$ cat src/rtl/lsu_pkg.sv
// Shared definitions for the load/store unit: funct3 codes, FSM states,
// and request legality helpers.
package lsu_pkg;

  localparam logic [2:0] F3_B  = 3'b000;
  localparam logic [2:0] F3_H  = 3'b001;
  localparam logic [2:0] F3_W  = 3'b010;
  localparam logic [2:0] F3_BU = 3'b100;
  localparam logic [2:0] F3_HU = 3'b101;

  typedef enum logic [2:0] {
    IDLE  = 3'd0,
    READ  = 3'd1,
    DATA  = 3'd2,
    WRITE = 3'd3,
    ERR   = 3'd4,
    RESP  = 3'd5
  } lsu_state_t;

  // Loads accept B/H/W/BU/HU; stores accept only B/H/W.
  function automatic logic f3_illegal(input logic we, input logic [2:0] f3);
    if (we) return (f3 > F3_W);
    return (f3 == 3'b011) || (f3 == 3'b110) || (f3 == 3'b111);
  endfunction

  // Halfwords need an even address, words a 4-byte aligned one.
  function automatic logic f3_misaligned(input logic [2:0] f3, input logic [1:0] lo);
    case (f3)
      F3_H, F3_HU: return lo[0];
      F3_W:        return (lo != 2'b00);
      default:     return 1'b0;
    endcase
  endfunction

endpackage

$ cat src/rtl/lsu_byte_lane.sv
// Combinational lane logic: load extract/extend and store byte/half merge.
module lsu_byte_lane
  import lsu_pkg::*;
(
  input  logic [31:0] word,
  input  logic [31:0] wdata,
  input  logic [1:0]  byte_sel,
  input  logic [2:0]  funct3,
  output logic [31:0] load_data,
  output logic [31:0] merged_word
);

  logic [7:0]  lane_byte;
  logic [15:0] lane_half;

  // Pick the addressed lane and extend it to a full word.
  always_comb begin
    lane_byte = word[{byte_sel, 3'b000} +: 8];
    lane_half = byte_sel[1] ? word[31:16] : word[15:0];
    case (funct3)
      F3_B:    load_data = {{24{lane_byte[7]}}, lane_byte};
      F3_H:    load_data = {{16{lane_half[15]}}, lane_half};
      F3_BU:   load_data = {24'd0, lane_byte};
      F3_HU:   load_data = {16'd0, lane_half};
      default: load_data = word;
    endcase
  end

  // Overlay the store data onto the old word, touching only the addressed lane.
  always_comb begin
    merged_word = word;
    case (funct3)
      F3_B: merged_word[{byte_sel, 3'b000} +: 8] = wdata[7:0];
      F3_H: begin
        if (byte_sel[1]) merged_word[31:16] = wdata[15:0];
        else             merged_word[15:0]  = wdata[15:0];
      end
      default: merged_word = wdata;
    endcase
  end

endmodule

$ cat src/rtl/load_store_unit.sv
// Byte-addressed load/store front end driving a word-wide synchronous-read memory.
// SW writes directly; SB/SH do read-modify-write; loads extract and extend a lane.
module load_store_unit
  import lsu_pkg::*;
#(
  parameter int dataW = 32,
  parameter int addrW = 16
) (
  input  logic             sysCLK,
  input  logic             resetN,
  input  logic             reqValid,
  output logic             reqReady,
  input  logic             reqWe,
  input  logic [2:0]       reqFunct3,
  input  logic [31:0]      reqAddr,
  input  logic [31:0]      reqWData,
  output logic             rspValid,
  output logic [dataW-1:0] rspRData,
  output logic             rspErr,
  output logic [addrW-1:0] memAddr,
  output logic [dataW-1:0] memDataW,
  output logic             memRW,
  input  logic [dataW-1:0] memDataR
);

  lsu_state_t  state_reg;
  logic        req_we_reg;
  logic [2:0]  req_f3_reg;
  logic [1:0]  req_sel_reg;
  logic [31:0] req_wdata_reg;
  logic [31:0] lane_load;
  logic [31:0] lane_merged;
  logic        req_bad;
  logic        addr_unused;

  // Byte-address bits above the word-address range are deliberately dropped.
  assign addr_unused = ^reqAddr[31:addrW+2];

  assign req_bad  = f3_illegal(reqWe, reqFunct3) || f3_misaligned(reqFunct3, reqAddr[1:0]);
  assign reqReady = (state_reg == IDLE);
  assign memRW    = (state_reg == WRITE);

  lsu_byte_lane u_lane (
    .word        (memDataR),
    .wdata       (req_wdata_reg),
    .byte_sel    (req_sel_reg),
    .funct3      (req_f3_reg),
    .load_data   (lane_load),
    .merged_word (lane_merged)
  );

  // Request latch, FSM and registered response/memory outputs.
  always_ff @(posedge sysCLK or negedge resetN) begin
    if (!resetN) begin
      state_reg     <= IDLE;
      req_we_reg    <= 1'b0;
      req_f3_reg    <= 3'd0;
      req_sel_reg   <= 2'd0;
      req_wdata_reg <= 32'd0;
      rspValid      <= 1'b0;
      rspRData      <= '0;
      rspErr        <= 1'b0;
      memAddr       <= '0;
      memDataW      <= '0;
    end else begin
      rspValid <= 1'b0;
      case (state_reg)
        IDLE: begin
          if (reqValid) begin
            req_we_reg    <= reqWe;
            req_f3_reg    <= reqFunct3;
            req_sel_reg   <= reqAddr[1:0];
            req_wdata_reg <= reqWData;
            rspRData      <= '0;
            rspErr        <= 1'b0;
            if (req_bad) begin
              state_reg <= ERR;
            end else begin
              memAddr <= reqAddr[addrW+1:2];
              if (reqWe && reqFunct3 == F3_W) begin
                memDataW  <= reqWData;
                state_reg <= WRITE;
              end else begin
                state_reg <= READ;
              end
            end
          end
        end
        READ: state_reg <= DATA;
        DATA: begin
          if (req_we_reg) begin
            memDataW  <= lane_merged;
            rspRData  <= '0;
            rspErr    <= 1'b0;
            state_reg <= WRITE;
          end else begin
            rspRData  <= lane_load;
            rspValid  <= 1'b1;
            state_reg <= RESP;
          end
        end
        WRITE: begin
          rspValid  <= 1'b1;
          state_reg <= RESP;
        end
        ERR: begin
          rspErr    <= 1'b1;
          rspRData  <= '0;
          rspValid  <= 1'b1;
          state_reg <= RESP;
        end
        RESP:    state_reg <= IDLE;
        default: state_reg <= IDLE;
      endcase
    end
  end

endmodule
$ cat config.mk
export PLATFORM = sky130hd
export DESIGN_NAME = load_store_unit
export DESIGN_NICKNAME = d
export VERILOG_FILES = /design/src/rtl/lsu_pkg.sv /design/src/rtl/lsu_byte_lane.sv /design/src/rtl/load_store_unit.sv
export SDC_FILE = /design/constraint.sdc
export NUM_CORES = 1
export LEC_CHECK = 0
export CORE_ASPECT_RATIO = 0.7
export CORE_MARGIN = 2
export CORE_UTILIZATION = 49
export CTS_BUF_LIST = sky130_fd_sc_hd__clkbuf_4 sky130_fd_sc_hd__clkbuf_8
export CTS_CLUSTER_DIAMETER = 100
export CTS_CLUSTER_SIZE = 20
export DETAILED_ROUTE_END_ITERATION = 10
export PLACE_DENSITY = 0.87
export SLEW_MARGIN = 20
export SYNTH_ARGS = -nofsm -noshare
export SYNTH_HDL_FRONTEND = slang
export SYNTH_SLANG_ARGS = --single-unit
$ cat constraint.sdc
create_clock -name sysCLK -period 2.3 [get_ports sysCLK]
set_input_delay 0.575 -clock sysCLK [delete_from_list [all_inputs] [get_ports sysCLK]]
set_output_delay 0.575 -clock sysCLK [all_outputs]
set_load 0.05 [all_outputs]
# Yosys cells after proc, flatten, opt, wreduce, memory -nomap -nowiden
# Index checks and enable logic that the tools add are counted.
[op_classes] addsub=1 order_cmp=1 eq_ne=17 shifts=3 mux=28 n_bitwise=1 reduce_logical=16
[ops] op="two-way mux 32 bit" n=6
[ops] op="case mux 32 bit (2 select lines)" n=2
[ops] op="case mux 32 bit (4 select lines)" n=1
[ops] op="case mux 32 bit (3 select lines)" n=1
[ops] op="two-way mux 16 bit" n=3
[ops] op="bitwise mux 32 bit" n=1
[ops] op="variable shift 8 x 7 -> 32 bit, first input constant" n=1
[ops] op="variable part select 32 x 6 -> 8 bit" n=1
[ops] op="variable part select 8 x 7 -> 32 bit" n=1
[ops] op="== test 3 bit, second input constant" n=6
[ops] op="== test 3 x 2 -> 1 bit, second input constant" n=4
[ops] op="case mux 3 bit (4 select lines)" n=1
[ops] op="== test 3 x 1 -> 1 bit, second input constant" n=3
[ops] op="two-way mux 3 bit" n=3
[ops] op="negation 5 -> 7 bit" n=1
[ops] op="zero test 3 bit" n=2
[ops] op="two-way mux 1 bit" n=6
[ops] op="!= test 2 bit, second input constant" n=3
[ops] op="AND reduction 3 bit" n=2
[ops] op="AND reduction 5 bit" n=1
[ops] op="case mux 1 bit (2 select lines)" n=2
[ops] op="AND reduction 2 bit" n=2
[ops] op="nonzero test 2 bit" n=2
[ops] op="OR reduction 2 bit" n=2
[ops] op="other kinds (8)" n=10
[word_totals] ff_bits=123 inputBits=103 out_inout_bits=84 word_cells=77

# Logic depth before layout (Yosys ltp)
[logic_depth] ltp_word=8 ltp_mapped=8 depth_no_buf=6

# Cells and area by module
# A second synthesis with hierarchy kept.
[unflattened] hier_cells=587 hier_area_um2=7056.8
[by_module_without_submodules] mod="load_store_unit" instances=1 cells_each=323 area_each_um2=5223.8 seq_area_each_um2=3078.0
[by_module_without_submodules] mod="lsu_byte_lane" instances=1 cells_each=264 area_each_um2=1833.0 seq_area_each_um2=0.0

# Worst setup path before layout
# OpenSTA, ideal clock, no wires.
[synth_path] path_type="register -> register" from="register state_reg[1]" to="register memAddr[10]" setup_time_ns=0.125 arrival_time_ns=2.077 required_time_ns=2.175 slack_ns=0.098 stages_incl_launch_ff=7 path_buffers=2 period_less_slack_ns=2.202 path_cell_list="dfrtp_1 nor3_2 and2_1 buf_2 nand2_2 buf_2 mux2_2"
[synth_via] elab_chain_len=2
[synth_rtl] item="from (decl)" line="load_store_unit.sv:26" text="lsu_state_t state_reg;"
[synth_rtl] item="from (signal assigned)" line="load_store_unit.sv:55" text="state_reg <= IDLE;"
[synth_rtl] item="from (signal assigned)" line="load_store_unit.sv:77" text="state_reg <= ERR;"
[synth_rtl] item="from (signal assigned)" line="load_store_unit.sv:82" text="state_reg <= WRITE;"
[synth_rtl] item="zero test 3 bit"
[synth_rtl] item="via reqReady" line="load_store_unit.sv:12" text="output logic reqReady,"
[synth_rtl] item="AND reduction 3 bit (no line)"
[synth_rtl] item="to (signal assigned)" line="load_store_unit.sv:79" text="memAddr <= reqAddr[addrW+1:2];"
[synth_rtl] item="to (decl)" line="load_store_unit.sv:20" text="output logic [addrW-1:0] memAddr,"
# The timed path passes the listed nets, and every way through them passes these cells.
# A chain may end at the register's enable or synchronous reset.

# Worst setup path in the final report
[layout_path] from="register rspRData[30]" to="output rspRData[30]"
[layout_lines] item="from (decl)" line="load_store_unit.sv:18" text="output logic [dataW-1:0] rspRData,"
[layout_lines] item="from (signal assigned)" line="load_store_unit.sv:97" text="rspRData <= lane_load;"
# No word-level cell between the ends.

==> out/results.tsv <==
stage	metric	value	unit
synthesis	Seq/Total Area, Yosys	48.8	%
outcome	outcome	complete, no violations	
synthesis	Seq cells post-synth	123	
finish	fillers	859	
finish	Area Growth Syn to Fin	40.1	%
worst_setup_path	largest stage delay on the critical path	0.82	ns
synthesis	most frequent cell after synthesis	dfrtp_1	
finish	Final nets	886	
synthesis	ys flop type	dfrtp_1	
worst_setup_path	Worst EP required	1.73	ns
floorplan	I/O pin total	187	
global_route	met2 Resource Use GR	44.4	%
global_route	total track usage	29.7	%
floorplan	initial core utilization	50.5	%
detailed_routing	DR iter-0 viols	508	
floorplan	core area	0.0125	sq mm
clock_network	total setup buffers inserted after CTS	0	
sta	PnR worst setup slack	0.0771	ns
worst_setup_path	reg-to-reg startpoint	req_sel_reg[1]$_DFFE_PN0P_	
global_route	met3 Use GR	9.62	%
detailed_routing	Via density	6.11	
synthesis	number of synthesized flops with an enable pin	0	
synthesis	Unique masters post-synth	57	
global_route	vias in the first global route	5789	
placement	I/O Buffers	172	
sta	period utilization	96.6	%
placement	Place WS	-0.149	ns
worst_setup_path	Critical Path AT	1.65	ns
finish	register area	0.00308	sq mm
synthesis	top post-synthesis cells by count	dfrtp_1 (123), o21ai_0 (62), mux2_2 (58)	
worst_setup_path	r2r setup slk	0.14	ns
synthesis	Async S/R FF share, synth	100	%
sta	Fmax	450	MHz
worst_setup_path	CP top delay family	buffers and inverters	
detailed_routing	final WL	20200	um
sta	TNS Setup	0	ns
power_and_ir_drop	maximum VDD drop	1.23	mV
worst_setup_path	path depth of the worst reg2reg path	6	
global_route	total congestion overflow	0	
finish	final instance area	0.00884	sq mm
synthesis	net count after synthesis	706	
synthesis	Mapped Area	0.00631	sq mm
worst_setup_path	CP Class	reg2out	
sta	Final setup viols	0	
floorplan	Die Ht	98.9	um
clock_network	clock sink count	123	
worst_setup_path	RR Endpoint	memDataW[1]$_DFFE_PN0P_	
power_and_ir_drop	Leak	3.63	nW
sta	worst slew pin tran	0.716	ns
clock_network	H-tree depth	4	
worst_setup_path	Crit. End Element	output port	
synthesis	Mean Syn Cell Area	10.6	sq um
finish	Ant. Diodes	0	
worst_setup_path	CP Depth	1	
placement	Placed Area	0.00840	sq mm
sta	max-slew violation count	0	
synthesis	Syn. warnings	0	
sta	clk_skew	0.00882	ns
synthesis	Area contributors post-synth	dfrtp_1 (49%), mux2_2 (10%), o21ai_0 (4.9%)	
finish	multi-input logic area	0.00300	sq mm
clock_network	TritonCTS buffer count	17	
worst_setup_path	critical path's slowest cell	clkdlybuf4s50_1	
global_route	busiest grt layer	met2	
sta	Final Hold Viols	0	
worst_setup_path	Cell Chain, Critical Path	clkdlybuf4s50_1	
flow_run	Max-Cap Viols	0	
clock_network	Worst-path clk slew	0.08	ns
synthesis	largest area contributor in the netlist	dfrtp_1	
placement	RePlAce Congestion	0.897	
sta	worst hold slack	0.165	ns
synthesis	post-synthesis cell count	598	
detailed_routing	WL per Instance	21.2	um
worst_setup_path	Worst Setup Start Kind	flop	
floorplan	Rows	34	
sta	relative max-transition margin	52.3	%
floorplan	Die Wd	140	um
placement	HPWL after detailed placement	14600	um
clock_network	CTS Root Buffer Type	clkbuf_8	
clock_network	Clock Latency Late Sink	0.44	ns
worst_setup_path	worst path bufs/invs	1	
sta	post-layout minimum cycle time	2.22	ns
global_route	first-pass GRT wire length	32100	um
finish	layout cell share with drive strength beyond 1	19.6	%
clock_network	CTS max path bufs	2	
clock_network	Resized cells post-CTS	0	
detailed_routing	drt drc	0	
worst_setup_path	worst-path fanout max	2	
clock_network	cts hold-fix bufs	0	
sta	RSZ-0062 raised after global routing	false	
detailed_routing	Via Count	5822	
detailed_routing	ANT nets after route	0	
synthesis	share of the synthesized area in the top cell type	48.8	%
global_route	initial antenna violation count	0	
detailed_routing	drt first pass iters	5	
power_and_ir_drop	pwr dens	1530	mW/mm^2
global_route	largest net degree at the start of global routing	124	
finish	fin util	70.7	%
global_route	M1 GR Usage	42.6	%
min_path	Hold WC Path Type	in2async	
floorplan	die footprint	0.0138	sq mm
clock_network	CTS tree	yes	
cells by family (layout without fill, tap and decap cells):
kind of cell	after synthesis	in the layout	share of synthesized area, %
adders and majority gates	5	5	0.991
buffers and inverters	55	248	4.04
muxes	73	73	12.9
and+or+nand+nor	158	158	13.4
AOI/OAI and AO/OA	184	184	19.9
DFF	123	123	48.8
per-layer routing:
layer	vias up	share of wire, %
li1	2589	-
met1	2854	44
met5	-	0
met4	0	1.4
met2	349	44
met3	30	11
layout make-up:
| cell class | count | area share (%) |
|---|---|---|
| flip-flops and latches | 123 | 34.8 |
| multi-input cells | 420 | 33.9 |
| repair buffers | 211 | 23.8 |
| clock buffers | 18 | 2.73 |
| well taps | 162 | 2.29 |
| clock inverters | 14 | 2.22 |
| inverters | 5 | 0.212 |
metrics by stage:
stage	total power [W]	cells
after global routing	0.0142	953
after floorplan	0.00861	598
after CTS	0.0135	953
final	0.0135	953
after detailed placement	0.0113	921
after global placement	0.0111	921
cells in the final DEF, fill, tap and decap left out, types with 9 or more instances in the layout:
cell type        instances
a221o_1                 16
buf_4                   35
nor2b_1                 13
mux2i_1                 14
a32o_1                   9
o21ai_0                 62
nand3_1                 18
dfrtp_1                123
clkbuf_8                17
a21oi_1                 31
mux2_2                  58
nand2_1                 48
a221oi_1                19
nor2_1                  18
clkdlybuf4s50_1        168
nand2b_1                25
where the power goes:
group          internal (W)  leakage [nW]  total (W)  switching (W)
clock               0.00120         0.213    0.00214       0.000939
combinational       0.00284          1.89    0.00746        0.00461
sequential          0.00312          1.52    0.00391       0.000787
total               0.00716          3.63     0.0135        0.00634
worst max path at each step:
stage,startpoint,endpoint,slack [ns]
2_1_floorplan,state_reg[1]$_DFFE_PN0P_,memAddr[10]$_DFFE_PN0P_,0.1
3_3_place_gp,memDataR[31],rspRData[17]$_DFFE_PN0P_,-0.02
3_5_place_dp,reqFunct3[0],memDataW[3]$_DFFE_PN0P_,-0.15
4_1_cts,rspRData[31]$_DFFE_PN0P_,rspRData[31],0.06
5_1_grt,req_sel_reg[1]$_DFFE_PN0P_,memDataW[1]$_DFFE_PN0P_,0.004
6_report,rspRData[30]$_DFFE_PN0P_,rspRData[30],0.08
Power figures use the tool's default switching activity.
==> RTL edit (same flow settings) <==
`addrW`: 16 -> 15.
--- a/src/rtl/load_store_unit.sv
+++ b/src/rtl/load_store_unit.sv
@@ -4,7 +4,7 @@
   import lsu_pkg::*;
 #(
   parameter int dataW = 32,
-  parameter int addrW = 16
+  parameter int addrW = 15
 ) (
   input  logic             sysCLK,
   input  logic             resetN,
Ports: changed (resized memAddr); port bits go from 187 to 186. The function was not compared with the original's and may differ.
==> RTL edit against the original RTL <==
- critical path depth unchanged
- area after synthesis increased by 2.1%
- critical path type unchanged
- sequential cell count decreased by 1
- register-to-register slack about the same
- largest power group unchanged
- clock skew increased by 0.0051 ns
- cell area increased by 2.0%
- worst setup slack improved by 0.0067 ns
- power increased by 7.6%
- wire length increased by 3.1%
==> RTL edit: results (changes against the original RTL) <==
use_met1_pct: 41.0  # -1.6 points
layout.nonclk_buf_share_pct: 23.9  # +0.13 points
yosysUniqueCellTypes: 53  # -7.0%
gp_congestion: 0.923  # +2.9%
skew_ns: 0.0139  # +0.00513 ns
synth.area.top_cells: "dfrtp_1 47%, mux2_2 11%, o21ai_0 4.4%"
vdd.ir_drop.worst_v: 0.00114  # -7.4%
slowest_delay_ns: 0.85  # +0.03 ns
grt_max_degree: 123  # -0.81%
place_ws_ns: -0.130  # +0.0192 ns
hpwl_mm: 15.0  # +2.8%
dp.cells: 945  # +2.6%
drtIter0Drc: 506  # -0.39%
non_clock_inverter_count: 4  # -1
grt_pass1_vias: 6044  # +4.4%
seq_area_sq_um: 3050  # -0.81%
timing.fmax_mhz: 451  # +0.30%
cts_buffer_depth: 2  # unchanged
wl_met3_mm: 1.90  # -16%
portBuffers: 170  # -1.2%
grt.met3_usage_pct: 8.87  # -0.75 points
clockBufferCount: 20  # +2
routed-wl-met2_mm: 9.25  # +5.1%
tightestPinTransition_ns: 0.695  # -0.0207 ns
holdWs_ns: 0.202  # +0.0371 ns
grt_first_pass_wirelength_mm: 32.6  # +1.5%
synthesis.nets: 728  # +3.1%
clkCellAreaFrac_pct: 5.00  # +0.044 points
multi_input_gates: 438  # +4.3%
n_fill_cell: 956  # +11%
synth_common_cells: "122 x dfrtp_1, 63 x mux2_2, 60 x nand2_1"
vias_per_cell: 6.23  # +2.0%
fin_cells: 977  # +2.5%
ys_seq_area_share_pct: 47.4  # -1.4 points
avgSynthCellArea_sq_um: 10.4  # -1.5%
crit_path_top_delay_cell: "clkdlybuf4s50_1"
seq_cell_count: 122  # -0.81%
grt.met2_usage_pct: 45.4  # +0.95 points
signal_buffers: 215  # +1.9%
outcome: "finished clean"
multi_input_area_share_pct: 34.7  # +0.81 points
drt_pass1_iterations: 6  # +1
layout-drive-gt1-share_pct: 19.7  # +0.13 points
grtUsageTotal_pct: 29.8  # about the same
fin_nets: 906  # +2.3%
power.leakage_nw: 3.72  # +2.5%
-- RTL edit: cell types whose count changed after synthesis, moves of 6 or more --
cell and change:
clkbuf_1 +10, o22a_1 +7, o21ai_0 -6, a221oi_1 -10, a41oi_1 +8, o211ai_1 -8, and3_1 +8, nand4_1 +8
buf_2 -9, nand2_1 +12, a221o_1 +7, nand3_1 -11
-- RTL edit: per-stage QoR --
step	area, sq um	TNS (ns)
floorplan	6440	0
global placement	8560	-2.01
detailed placement	8560	-4.55
CTS	9010	0
global route	9010	0
finish	9010	0
-- RTL edit: report_power, final --
group	switching, mW	internal [mW]	leakage (nW)
Combinational	5.17	3.16	1.99
Sequential	0.846	3.16	1.51
Clock	0.937	1.25	0.221
-- RTL edit: cells by family after synthesis --
logic type | after synthesis | share of synthesized area [%]
AOI/OAI and AO/OA | 191 | 20.6
adders and majority gates | 5 | 0.971
buffers and inverters | 60 | 4.25
DFF | 122 | 47.4
muxes | 75 | 13.1
and+or+nand+nor | 167 | 13.7
-- RTL edit: worst paths after layout --
path / from / to / depth (start not counted)
setup / recovery: rspRData[25]$_DFFE_PN0P_ / rspRData[25] / 1
hold / removal: resetN / rspErr$_DFFE_PN0P_ / 2
setup reg to reg: state_reg[0]$_DFFE_PN0P_ / rspRData[29]$_DFFE_PN0P_ / 4
hold reg to reg: memDataW[4]$_DFFE_PN0P_ / memDataW[4]$_DFFE_PN0P_ / 2
max in group asynchronous: resetN / rspRData[28]$_DFFE_PN0P_ / 2
min in group sysCLK: memDataW[4]$_DFFE_PN0P_ / memDataW[4]$_DFFE_PN0P_ / 2
